--- config.mk ---
export PLATFORM = sky130hd
export DESIGN_NAME = dce_sf_maint_ctrl_flat
export DESIGN_NICKNAME = d
export VERILOG_FILES = /design/src/rtl/dce_sf_maint_ctrl_if.sv /design/src/rtl/dce_sf_maint_ctrl.sv /design/src/flat_wrapper.sv
export SDC_FILE = /design/constraint.sdc
export NUM_CORES = 1
export LEC_CHECK = 0
export BUFFER_PORTS_ARGS = -buffer_cell sky130_fd_sc_hd__buf_2
export CAP_MARGIN = 20
export CORE_MARGIN = 2
export CORE_UTILIZATION = 45
export DETAILED_ROUTE_END_ITERATION = 8
export GPL_ROUTABILITY_DRIVEN = 1
export PLACE_DENSITY = 0.78
export SETUP_SLACK_MARGIN = 0.5
export SLEW_MARGIN = 20
export SYNTH_ARGS = -nofsm -noshare
export SYNTH_HDL_FRONTEND = slang
export SYNTH_SLANG_ARGS = --single-unit
export TNS_END_PERCENT = 5
--- constraint.sdc ---
create_clock -name clk -period 2.07 [get_ports clk]
set_input_delay 0.207 -clock clk [delete_from_list [all_inputs] [get_ports clk]]
set_output_delay 0.207 -clock clk [all_outputs]
set_load 0.02 [all_outputs]
--- src/rtl/dce_sf_maint_ctrl_if.sv ---
// Maintenance request channel from the snoop-filter maintenance sequencer to dirm,
// including the ATT address-compare result that gates flush-by-address.
interface dce_sf_maint_ctrl_if #(
  parameter int W_ADDR = 48,
  parameter int W_SET  = 10,
  parameter int W_WAY  = 3
);
  logic              maint_req_valid;
  logic              maint_req_ready;
  logic [1:0]        maint_req_op;
  logic [W_SET-1:0]  maint_req_set;
  logic [W_WAY-1:0]  maint_req_way;
  logic [W_ADDR-1:0] maint_req_address;
  logic              att_addr_hit;

  modport master (
    output maint_req_valid, maint_req_op, maint_req_set, maint_req_way, maint_req_address,
    input  maint_req_ready, att_addr_hit
  );

  modport slave (
    input  maint_req_valid, maint_req_op, maint_req_set, maint_req_way, maint_req_address,
    output maint_req_ready, att_addr_hit
  );
endinterface

--- src/rtl/dce_sf_maint_ctrl.sv ---
// Snoop-filter maintenance sequencer: turns MntOp CSR writes into a stream of
// init/flush requests to the tag-filter directory and reports active/done/err.
module dce_sf_maint_ctrl #(
  parameter int N_SETS = 1024,
  parameter int N_WAYS = 8,
  parameter int W_ADDR = 48,
  parameter int W_SET  = 10,
  parameter int W_WAY  = 3
) (
  input  logic              clk,
  input  logic              resetn,
  input  logic              csr_op_valid,
  input  logic [3:0]        csr_op_code,
  input  logic [W_SET-1:0]  csr_op_index,
  input  logic [W_WAY-1:0]  csr_op_way,
  input  logic [W_ADDR-1:0] csr_op_addr,
  dce_sf_maint_ctrl_if.master mreq,
  output logic              mnt_op_actv,
  output logic              mnt_op_done,
  output logic              mnt_op_err
);

  typedef enum logic [2:0] {IDLE, SWEEP, SINGLE, ADDR_CHK, ISSUE_ADDR} state_e;

  state_e            state_q, state_d;
  logic [W_SET-1:0]  set_q, set_d;
  logic [W_WAY-1:0]  way_q, way_d;
  logic [1:0]        op_q, op_d;
  logic [W_ADDR-1:0] addr_q, addr_d;
  logic              done_q, done_d;
  logic              err_q, err_d;

  logic req_valid;
  logic xfer;
  logic last_set, last_way;
  logic idx_ok;

  always_comb begin
    req_valid = (state_q == SWEEP) || (state_q == SINGLE) || (state_q == ISSUE_ADDR);
    xfer      = req_valid && mreq.maint_req_ready;
    last_set  = (set_q == W_SET'(N_SETS - 1));
    last_way  = (way_q == W_WAY'(N_WAYS - 1));
    idx_ok    = (32'(csr_op_index) < N_SETS) && (32'(csr_op_way) < N_WAYS);

    state_d = state_q;
    set_d   = set_q;
    way_d   = way_q;
    op_d    = op_q;
    addr_d  = addr_q;
    done_d  = 1'b0;
    err_d   = 1'b0;

    case (state_q)
      IDLE: begin
        if (csr_op_valid) begin
          case (csr_op_code)
            4'd0, 4'd6: begin
              state_d = SWEEP;
              set_d   = '0;
              way_d   = '0;
              op_d    = (csr_op_code == 4'd6) ? 2'd1 : 2'd0;
            end
            4'd4: begin
              if (idx_ok) begin
                state_d = SINGLE;
                set_d   = csr_op_index;
                way_d   = csr_op_way;
                op_d    = 2'd1;
              end else begin
                err_d = 1'b1;
              end
            end
            4'd5: begin
              state_d = ADDR_CHK;
              addr_d  = csr_op_addr & ~W_ADDR'(6'h3f);
              op_d    = 2'd2;
            end
            default: err_d = 1'b1;
          endcase
        end
      end
      SWEEP: begin
        if (xfer) begin
          // Terminal (set,way) is compared explicitly so the counters never wrap.
          if (last_set && last_way) begin
            state_d = IDLE;
            done_d  = 1'b1;
          end else if (last_way) begin
            way_d = '0;
            set_d = set_q + 1'b1;
          end else begin
            way_d = way_q + 1'b1;
          end
        end
      end
      SINGLE, ISSUE_ADDR: begin
        if (xfer) begin
          state_d = IDLE;
          done_d  = 1'b1;
        end
      end
      ADDR_CHK: begin
        if (!mreq.att_addr_hit) state_d = ISSUE_ADDR;
      end
      default: state_d = IDLE;
    endcase

    if (state_q != IDLE && csr_op_valid) err_d = 1'b1;
  end

  always_ff @(posedge clk) begin
    if (!resetn) begin
      state_q <= IDLE;
      set_q   <= '0;
      way_q   <= '0;
      op_q    <= '0;
      addr_q  <= '0;
      done_q  <= 1'b0;
      err_q   <= 1'b0;
    end else begin
      state_q <= state_d;
      set_q   <= set_d;
      way_q   <= way_d;
      op_q    <= op_d;
      addr_q  <= addr_d;
      done_q  <= done_d;
      err_q   <= err_d;
    end
  end

  assign mreq.maint_req_valid   = req_valid;
  assign mreq.maint_req_op      = op_q;
  assign mreq.maint_req_set     = set_q;
  assign mreq.maint_req_way     = way_q;
  assign mreq.maint_req_address = addr_q;
  assign mnt_op_actv            = (state_q != IDLE);
  assign mnt_op_done            = done_q;
  assign mnt_op_err             = err_q;

endmodule
--- src/flat_wrapper.sv ---
// flat-port wrapper written by rule: the top's interface ports become plain ports
module dce_sf_maint_ctrl_flat 
#(
  parameter int N_SETS = 1024,
  parameter int N_WAYS = 8,
  parameter int W_ADDR = 48,
  parameter int W_SET  = 10,
  parameter int W_WAY  = 3
)
  (clk, resetn, csr_op_valid, csr_op_code, csr_op_index, csr_op_way, csr_op_addr, mnt_op_actv, mnt_op_done, mnt_op_err, mreq_maint_req_valid, mreq_maint_req_op, mreq_maint_req_set, mreq_maint_req_way, mreq_maint_req_address, mreq_maint_req_ready, mreq_att_addr_hit);
  dce_sf_maint_ctrl_if #(.W_ADDR(W_ADDR), .W_SET(W_SET), .W_WAY(W_WAY)) mreq_i ();
  input  logic clk;
  input  logic resetn;
  input  logic csr_op_valid;
  input  logic [3:0] csr_op_code;
  input  logic [W_SET-1:0] csr_op_index;
  input  logic [W_WAY-1:0] csr_op_way;
  input  logic [W_ADDR-1:0] csr_op_addr;
  output logic mnt_op_actv;
  output logic mnt_op_done;
  output logic mnt_op_err;
  output wire logic [$bits(mreq_i.maint_req_valid)-1:0] mreq_maint_req_valid;
  output wire logic [$bits(mreq_i.maint_req_op)-1:0] mreq_maint_req_op;
  output wire logic [$bits(mreq_i.maint_req_set)-1:0] mreq_maint_req_set;
  output wire logic [$bits(mreq_i.maint_req_way)-1:0] mreq_maint_req_way;
  output wire logic [$bits(mreq_i.maint_req_address)-1:0] mreq_maint_req_address;
  input wire logic [$bits(mreq_i.maint_req_ready)-1:0] mreq_maint_req_ready;
  input wire logic [$bits(mreq_i.att_addr_hit)-1:0] mreq_att_addr_hit;
  assign mreq_maint_req_valid = mreq_i.maint_req_valid;
  assign mreq_maint_req_op = mreq_i.maint_req_op;
  assign mreq_maint_req_set = mreq_i.maint_req_set;
  assign mreq_maint_req_way = mreq_i.maint_req_way;
  assign mreq_maint_req_address = mreq_i.maint_req_address;
  assign mreq_i.maint_req_ready = mreq_maint_req_ready;
  assign mreq_i.att_addr_hit = mreq_att_addr_hit;
  dce_sf_maint_ctrl #(.N_SETS(N_SETS), .N_WAYS(N_WAYS), .W_ADDR(W_ADDR), .W_SET(W_SET), .W_WAY(W_WAY)) u_core (.clk(clk), .resetn(resetn), .csr_op_valid(csr_op_valid), .csr_op_code(csr_op_code), .csr_op_index(csr_op_index), .csr_op_way(csr_op_way), .csr_op_addr(csr_op_addr), .mreq(mreq_i), .mnt_op_actv(mnt_op_actv), .mnt_op_done(mnt_op_done), .mnt_op_err(mnt_op_err));
endmodule
# Word level (Yosys, flattened, before mapping)
# Index checks and enable logic that the tools add are counted.
# Widths: inputs -> output; s select.
[totals]
register_bits = 62
latch_bits = 0
ram_bits = 0
rom_bits = 0
in_bits = 70
output_inout_bits = 67
wordCells = 74
memories = 0
[op_classes]
addsub = 2
multipliers = 0
n_div = 0
magnitude_cmp = 0
n_eq_ne = 18
shift = 0
muxes = 29
n_bitwise = 0
n_reduce_logical = 18
[op_table]
columns = ["op", "n"]
rows = [
  ["$mux 10", 4],
  ["$pmux 10 s2", 2],
  ["$mux 3", 9],
  ["$eq 4x3->1 const B", 3],
  ["$pmux 3 s2", 2],
  ["$pmux 3 s4", 1],
  ["$reduce_and 6->1", 2],
  ["$add 10x1->10 const B", 1],
  ["$eq 10x10->1 const B", 1],
  ["$pmux 3 s3", 1],
  ["$mux 1", 8],
  ["$ne 2x2->1 const B", 4],
  ["$eq 3x2->1 const B", 2],
  ["$eq 3x3->1 const B", 2],
  ["$ne 2x1->1 const B", 3],
  ["$pmux 2 s3", 1],
  ["$reduce_and 3->1", 2],
  ["$reduce_bool 3->1", 2],
  ["$reduce_and 5->1", 1],
  ["$logic_not 4->1", 1],
  ["$ne 4x4->1 const B", 1],
  ["$reduce_or 2->1", 2],
  ["$reduce_or 4->1", 1],
  ["$add 3x1->3 const B", 1],
  ["other kinds (7)", 10],
]

# Depth between registers and ports, before layout
# Gate-level depths: netlist (run 1).
[depth]
word_depth = 6
ltp_mapped = 9
ltp_nobuf = 7

# Worst setup path after synthesis (run 1)
# Ideal clock, no wire load.
[synth_timing]
path_kind = "reg-to-reg"
startpoint = "register u_core.state_q[1]"
endpoint = "register u_core.set_q[3], in the netlist u_core.mreq.maint_req_set[3]"
setup_time_ns = 0.116
arrival_time_ns = 1.766
t_required_ns = 1.954
setup_slack_ns = 0.188
path_stages_with_launch = 10
n_path_buf = 3
period_less_slack_ns = 1.882
path_cell_list = "dfxtp_1 > buf_6 > nor3_4 > inv_2 > nor4_2 > o21a_1 > buf_4 > buf_4 > o211ai_1 > o211a_1"
[synth_via]
elab_chain_len = 6
elab_cells_between_ends = 15
classes_between = "eq/ne: 8; mux: 1; reduce/logical: 6"
[synth_rtl]
columns = ["item", "line", "rtl"]
rows = [
  ["start, declared", "dce_sf_maint_ctrl.sv:25", "state_e state_q, state_d;"],
  ["start signal, assigned", "dce_sf_maint_ctrl.sv:121", "state_q <= state_d;"],
  ["$eq 3x1->1 / $eq 3x2->1 (equally long branches)", "dce_sf_maint_ctrl.sv:39, dce_sf_maint_ctrl.sv:53", ""],
  ["$logic_or 1x1->1 (2 in a row)", "dce_sf_maint_ctrl.sv:39", "req_valid = (state_q == SWEEP) || (state_q == SINGLE) || (state_q == ISSUE_ADDR);"],
  ["$logic_and 1x1->1", "dce_sf_maint_ctrl.sv:40", "xfer = req_valid && mreq.maint_req_ready;"],
  ["$ne 2x1->1 (no line)", "n/a", ""],
  ["$reduce_and 6->1 (no line)", "n/a", ""],
  ["end signal, assigned", "dce_sf_maint_ctrl.sv:122", "set_q <= set_d;"],
  ["end, declared", "dce_sf_maint_ctrl.sv:26", "logic [W_SET-1:0] set_q, set_d;"],
]
# Several ways; a longest one is shown, not always the timed one.
# A chain may end at the register's enable or synchronous reset.

# Worst setup path in the final report (run 1)
[layout_timing]
startpoint = "register u_core.set_q[1], in the netlist u_core.mreq.maint_req_set[1]"
endpoint = "register u_core.set_q[2], in the netlist u_core.mreq.maint_req_set[2]"
[layout_via]
elab_chain_len = 5
elab_cells_between_ends = 9
classes_between = "add/sub: 1; eq/ne: 2; mux: 4; reduce/logical: 2"
[layout_rtl]
columns = ["item", "line", "rtl"]
rows = [
  ["$add 10x1->10", "dce_sf_maint_ctrl.sv:90", "set_d = set_q + 1'b1;"],
  ["$mux 10", "dce_sf_maint_ctrl.sv:88", "end else if (last_way) begin"],
  ["$mux 10", "dce_sf_maint_ctrl.sv:85", "if (last_set && last_way) begin"],
  ["$mux 10", "dce_sf_maint_ctrl.sv:83", "if (xfer) begin"],
  ["$pmux 10 s2", "dce_sf_maint_ctrl.sv:53", "case (state_q)"],
]
# Several ways; a longest one is shown, not always the timed one. The select of a mux whose other input is x is not followed.

==> results of run 1 <==
==> metrics by stage <==
step                cell area (sq um)  hold slack, ps
floorplan                        2970             321
global placement                 3620             440
detailed placement               3620             452
CTS                              4020            96.9
global route                     4030             101
finish                           4030             113
==> state kept, by name (all words and copies together) (netlist names) <==
name and cells:
u_core.mreq.maint_req_address 42, u_core.mreq.maint_req_set 10, u_core.mreq.maint_req_way 3, u_core.state_q 3, u_core.mreq.maint_req_op 2, u_core.mnt_op_done 1, u_core.mnt_op_err 1
==> logic make-up (layout without fill, tap and decap cells) <==
| logic type | count (synthesis) | in the layout | synth area share |
|---|---|---|---|
| adders and majority gates | 3 | 3 | 0.0129 |
| buffers and inverters | 35 | 168 | 0.0613 |
| muxes | 2 | 2 | 0.00729 |
| xor gates and xnor gates | 7 | 7 | 0.0210 |
| AOI/OAI and AO/OA | 85 | 85 | 0.224 |
| and+or+nand+nor | 150 | 150 | 0.247 |
| other | 1 | 6 | 0.00129 |
| DFF | 62 | 62 | 0.426 |
==> what timing repair did <==
item	4_1_cts	5_1_grt
gates resized for setup	26	0
pin swaps	8	0
cloned	1	0
endpoints found under the setup margin	16	31
setup buffers	10	1
==> worst min-delay path, stage by stage <==
cell and delay (ps):
buf_2 90, nand2_1 40, a21boi_0 60
==> routing by layer <==
layer / GRT usage / vias to the layer above / wire [um]
li1: - / 1433 / -
met1: 0.255 / 1285 / 3280
met2: 0.361 / 99 / 3720
met3: 0.0521 / 13 / 446
met4: 0.108 / 0 / 138
met5: 0 / - / 0
==> power by group through the flow <==
stage / Sequential, W / Combinational, W / Clock [W]
floorplan: 0.00131 / 0.000234 / 0
global placement: 0.00128 / 0.000407 / 0
detailed placement: 0.00128 / 0.000418 / 0
CTS: 0.00126 / 0.000453 / 0.00124
global route: 0.00127 / 0.000497 / 0.00130
finish: 0.00126 / 0.000457 / 0.00121
==> synthesized netlist by cell type (all sizes together), types with 2 or more instances <==
library cell  instances  share of area
a211oi                2         0.0051
a21boi               44           0.11
a21oi                 6          0.010
a221o                 2         0.0069
a22oi                 3         0.0077
a31o                  2         0.0060
a32o                  2         0.0069
and2                  6          0.013
and3                  8          0.017
and4                  3         0.0090
buf                  15          0.036
clkbuf               16          0.021
dfxtp                62           0.43
ha                    3          0.013
inv                   4         0.0051
nand2                95           0.12
nand2b                6          0.013
nand3                 7          0.012
nand4                 4         0.0086
nor2                  8          0.010
nor2b                 3         0.0064
nor3                  3         0.0090
nor3b                 2         0.0069
o211a                 4          0.014
o211ai                4          0.010
o21a                  2         0.0051
o21ai                 7          0.012
xnor2                 3         0.0090
xor2                  4          0.012
==> worst paths after layout <==
kind | start | to | depth (start not counted)
max | u_core.mreq.maint_req_set[1] | u_core.mreq.maint_req_set[2] | 7
min reg2reg | u_core.mreq.maint_req_address[21] | u_core.mreq.maint_req_address[21] | 2
max reg2reg | u_core.mreq.maint_req_set[1] | u_core.mreq.maint_req_set[2] | 7
min | csr_op_addr[14] | u_core.mreq.maint_req_address[14] | 3
==> cell type report <==
cell class	instances	area share
Sequential cell	62	0.312
Clock inverter	5	0.0202
Clock buffer	11	0.0376
Inverter	4	0.00435
Tap cell	77	0.0239
Timing Repair Buffer	148	0.209
Multi-Input combinational cell	253	0.393
==> qor.yml, run 1 <==
power:
  p_sw_w: 0.000748
  intPower_w: 0.00218
  p_comb_frac: 0.156
  switching_share: 0.256
  finalPower_w: 0.00293
  leakage_nw: 1.84
  p_seq_frac: 0.431
  irDropWorstVdd_mv: 0.647
  p_clk_frac: 0.413
  power_density_mw_per_mm2: 727
critical_path:
  crit_buf_inv: 1
  max_stage_delay_ps: 370
  critPathKind: "flip-flop to flip-flop"
  critPathMaxFanout: 8
  cp-start-kind: "flip-flop"
  crit_required_ps: 2290
  cp.arrival_ps: 1950
  cpMaxStageDelayCell: "dfxtp_4"
  reg2reg_setup_slack_ps: 340
  crit_family: "simple AND/OR/NAND/NOR gates"
  crit_path_end_kind: "flip-flop"
  path_cells: "ha_4 > and4_4 > nand4_1 > o21a_1 > buf_6 > and3_1 > a31o_1"
final_layout:
  fillers: 534
  drive_above_1_share: 0.385
  register_area_sq_mm: 0.00125
  antenna_cells: 0
  nets: 551
  fin_cells: 560
  area_delta_synth_final_pct: 38.0
  mostFrequentLayoutCell: "buf_2"
  multi_input_area_sq_mm: 0.00158
  fin_util: 0.638
  final_cell_mix: "buf_2, nand2_1, dfxtp_1, a21boi_0, buf_4"
floorplanning:
  ios: 137
  initial_utilization: 0.462
  die_w_um: 84.5
  core_sq_mm: 0.00631
  rows: 29
  dieArea_sq_mm: 0.00714
  die_h_um: 84.5
clock_network:
  cts_tree: "yes"
  cts.clk_slew.worst_paths_ps: 70
  cts.htree.levels: 3
  clockBufferDepth: 2
  ctsHoldBuffers: 0
  numCtsBuffers: 9
  clk_latency_ps: 330
  cts-root-buf: "clkbuf_8"
  cts.sinks: 62
routing:
  routed_wirelength_um: 7590
  drtIter0Drc: 108
  drc: 0
  via_per_inst: 5.05
  post_drt_wl_per_cell_um: 13.5
  antenna_left: 0
  firstDrtPassIters: 4
  vias: 2830
min_path:
  hold_class: "input port to flip-flop"
timing:
  fin_ws_ps: 341
  period_needed_ps: 1730
  setup_violations: 0
  finalSetupTns_ps: 0
  rsz0062_at_grt: "true"
  finalMaxSlewViolations: 0
  hold_violations: 0
  fin_skew_ps: 9.68
  fmax_mhz: 578
  fin_crit_sh: 0.835
synthesis:
  syn_area_sq_mm: 0.00292
  ys_warn_count: 0
  synth_edf_count: 0
  yosysUniqueCellTypes: 52
  syn_inst: 345
  synth-seq-cells: 62
  syn_avg_cell_area_sq_um: 8.45
  seq_area_frac_synth: 0.426
  ys_async_sr_fraction: 0
  synth_ff_type: "dfxtp_1"
grt:
  grt_max_degree: 44
  gr-total-overflow: 0
  first_global_vias: 2769
  gr-usage-all-layers: 0.215
  grt_pass1_wl_um: 12500
  antenna_found_initial: 0
run:
  maxCapViolCount: 0
placed_design:
  dpl_worst_slack_ps: 170
  gp_congestion: 0.845
  placed_cells: 532
  dpl.hpwl_um: 5210
  port_buffers: 124
outcome:
  outcome: "complete, no violations"
No activity file was read; power rests on OpenSTA's default activity.
==> run 2: changes to the inputs <==
--- a/config.mk
+++ b/config.mk
@@ -8,10 +8,10 @@
 export BUFFER_PORTS_ARGS = -buffer_cell sky130_fd_sc_hd__buf_2
 export CAP_MARGIN = 20
 export CORE_MARGIN = 2
-export CORE_UTILIZATION = 45
+export CORE_UTILIZATION = 42
 export DETAILED_ROUTE_END_ITERATION = 8
 export GPL_ROUTABILITY_DRIVEN = 1
-export PLACE_DENSITY = 0.78
+export PLACE_DENSITY = 0.76
 export SETUP_SLACK_MARGIN = 0.5
 export SLEW_MARGIN = 20
 export SYNTH_ARGS = -nofsm -noshare
==> constraint.sdc (replaced) <==
create_clock -name clk -period 1.5 [get_ports clk]
set_input_delay 0.15 -clock clk [delete_from_list [all_inputs] [get_ports clk]]
set_output_delay 0.15 -clock clk [all_outputs]
set_load 0.02 [all_outputs]
==> run 2 against run 1 <==
Against the previous run: fmax fell by 4.7%; largest power group unchanged; global-route usage rose by 1.1 points; the flow now finishes with violations (setup timing); highest routed layer unchanged; setup slack got worse by 650 ps; final cell count rose by 6.4%; final area rose by 13%; critical path depth rose by 2; combinational power rose by 79%; non-clock buffer count rose by 34; hold slack got worse by 51 ps; routed wire length rose by 14%; critical endpoint unchanged.
==> qor.yml, run 2 (synthesized netlist as in run 1, its figures left out) <==
timing:
  setup_violations: 17
  fin_skew_ps: 10.7
  fin_ws_ps: -314
  finalMaxSlewViolations: 0
  finalSetupTns_ps: -3260
  rsz0062_at_grt: "true"
  hold_ws_ps: 62.6
  fin_crit_sh: 1.21
  period_needed_ps: 1810
  hold_violations: 0
  fmax_mhz: 551
clock_network:
  cts.sinks: 62
  clk_latency_ps: 320
  cts_tree: "yes"
  cts.htree.levels: 3
  clockBufferDepth: 2
  numCtsBuffers: 9
  cts.clk_slew.worst_paths_ps: 70
  cts-root-buf: "clkbuf_8"
final_layout:
  mostFrequentLayoutCell: "nand2_1"
  drive_above_1_share: 0.448
  nets: 585
  fillers: 555
  largest_reg_flops: 42
  antenna_cells: 0
  area_delta_synth_final_pct: 55.8
  final_cell_mix: "nand2_1, buf_4, buf_2, dfxtp_1, a21boi_0"
placed_design:
  dpl.hpwl_um: 5780
  gp_congestion: 0.849
  port_buffers: 124
power:
  p_clk_frac: 0.356
  p_sw_w: 0.00105
  intPower_w: 0.00291
  p_comb_frac: 0.207
  irDropWorstVdd_mv: 0.688
  p_seq_frac: 0.437
  switching_share: 0.265
  leakage_nw: 2.03
  power_density_mw_per_mm2: 871
floorplanning:
  die_h_um: 87.3
  rows: 30
  die_w_um: 87.3
  core_sq_mm: 0.00676
  dieArea_sq_mm: 0.00763
  initial_utilization: 0.432
  ios: 137
critical_path:
  critPathKind: "flip-flop to flip-flop"
  crit_required_ps: 1710
  reg2reg_setup_slack_ps: -310
  cp-start-kind: "flip-flop"
  critPathMaxFanout: 7
  cpMaxStageDelayCell: "dfxtp_2"
  crit_path_end_kind: "flip-flop"
  path_cells: "ha_4 > ha_4 > and2_4 > nand4_1 > o21a_2 > buf_6 > buf_16 > and3_4 > a31o_1"
  crit_top_cell: "ha_4"
  cp.arrival_ps: 2020
  max_stage_delay_ps: 350
grt:
  grt_util_met1: 0.264
  gr-usage-all-layers: 0.226
  grt_pass1_wl_um: 13600
  met3_usage: 0.0540
  grt.busiest_layer: "met2"
  first_global_vias: 2972
  grt_max_degree: 44
  gr-total-overflow: 0
  grtUsageMet2: 0.385
  antenna_found_initial: 0
routing:
  vias: 3067
  firstDrtPassIters: 5
  post_drt_wl_per_cell_um: 14.5
  via_per_inst: 5.15
  drtIter0Drc: 135
  routed_wirelength_um: 8660
  drc: 0
  antenna_left: 0
run:
  maxCapViolCount: 0
outcome:
  violations: "setup timing"
  outcome: "finished with violations"
min_path:
  hold_class: "input port to flip-flop"
## run 2: cell types whose count changed in the layout (fill, tap and decap cells not counted), sizes merged
cell    change
buf        +34
bufinv      -1
## run 2: critical path, delay by kind of cell (launching register included)
kind	cells	cell delay, ps
and+or+nand+nor	3	440
AOI/OAI and AO/OA	2	380
DFF	1	350
adders and majority gates	2	270
buffers and inverters	2	260
## run 2: cell type report
cell class / instances / area (sq um) / share of cell area
Inverter: 4 / 17.5 / 0.00385
Clock buffer: 11 / 141 / 0.0311
Multi-Input combinational cell: 253 / 1640 / 0.361
Timing Repair Buffer: 182 / 1350 / 0.297
Sequential cell: 62 / 1250 / 0.275
Clock inverter: 4 / 47.5 / 0.0105
Tap cell: 80 / 100 / 0.0220
## run 2: timing repair
| action | in CTS | in global routing |
|---|---|---|
| hold buffers | 0 | 0 |
| setup buffers | 8 | 2 |
| cloned | 1 | 0 |
| pin swaps | 9 | 5 |
| endpoints found under the setup margin | 86 | 111 |
| endpoints found under the hold margin | 0 | 0 |
| gates resized for setup | 64 | 49 |
## run 2: through the flow
stage	power (W)	util	std cells	setup slack (ps)	instance area, sq um
after floorplan	0.00214	-	350	-298	2970
after global placement	0.00243	0.581	570	-216	3920
after detailed placement	0.00245	0.581	570	-324	3920
after CTS	0.00395	0.650	594	-253	4390
after global routing	0.00414	0.673	596	-391	4540
final	0.00396	0.673	596	-314	4540
## run 2: layer usage
layer,wire [um],vias to the layer above
li1,-,1499
met1,3530,1423
met2,4430,128
met3,540,17
met4,160,0
met5,0,-
## run 2: power groups by stage
stage,Clock [W],Combinational [W],Sequential (W)
final,0.00141,0.000819,0.00173
after CTS,0.00145,0.000770,0.00173
after detailed placement,0,0.000695,0.00176
after floorplan,0,0.000323,0.00181
after global placement,0,0.000681,0.00175
after global routing,0.00152,0.000879,0.00174
## run 2: path summary, 6_finish.rpt
kind                                                          end                        startpoint  cells past startpoint
worst min-delay path            u_core.mreq.maint_req_address[32]                   csr_op_addr[32]                      3
worst min register to register   u_core.mreq.maint_req_address[9]  u_core.mreq.maint_req_address[9]                      2
worst max-delay path                 u_core.mreq.maint_req_set[2]      u_core.mreq.maint_req_way[0]                      9
worst max register to register       u_core.mreq.maint_req_set[2]      u_core.mreq.maint_req_way[0]                      9
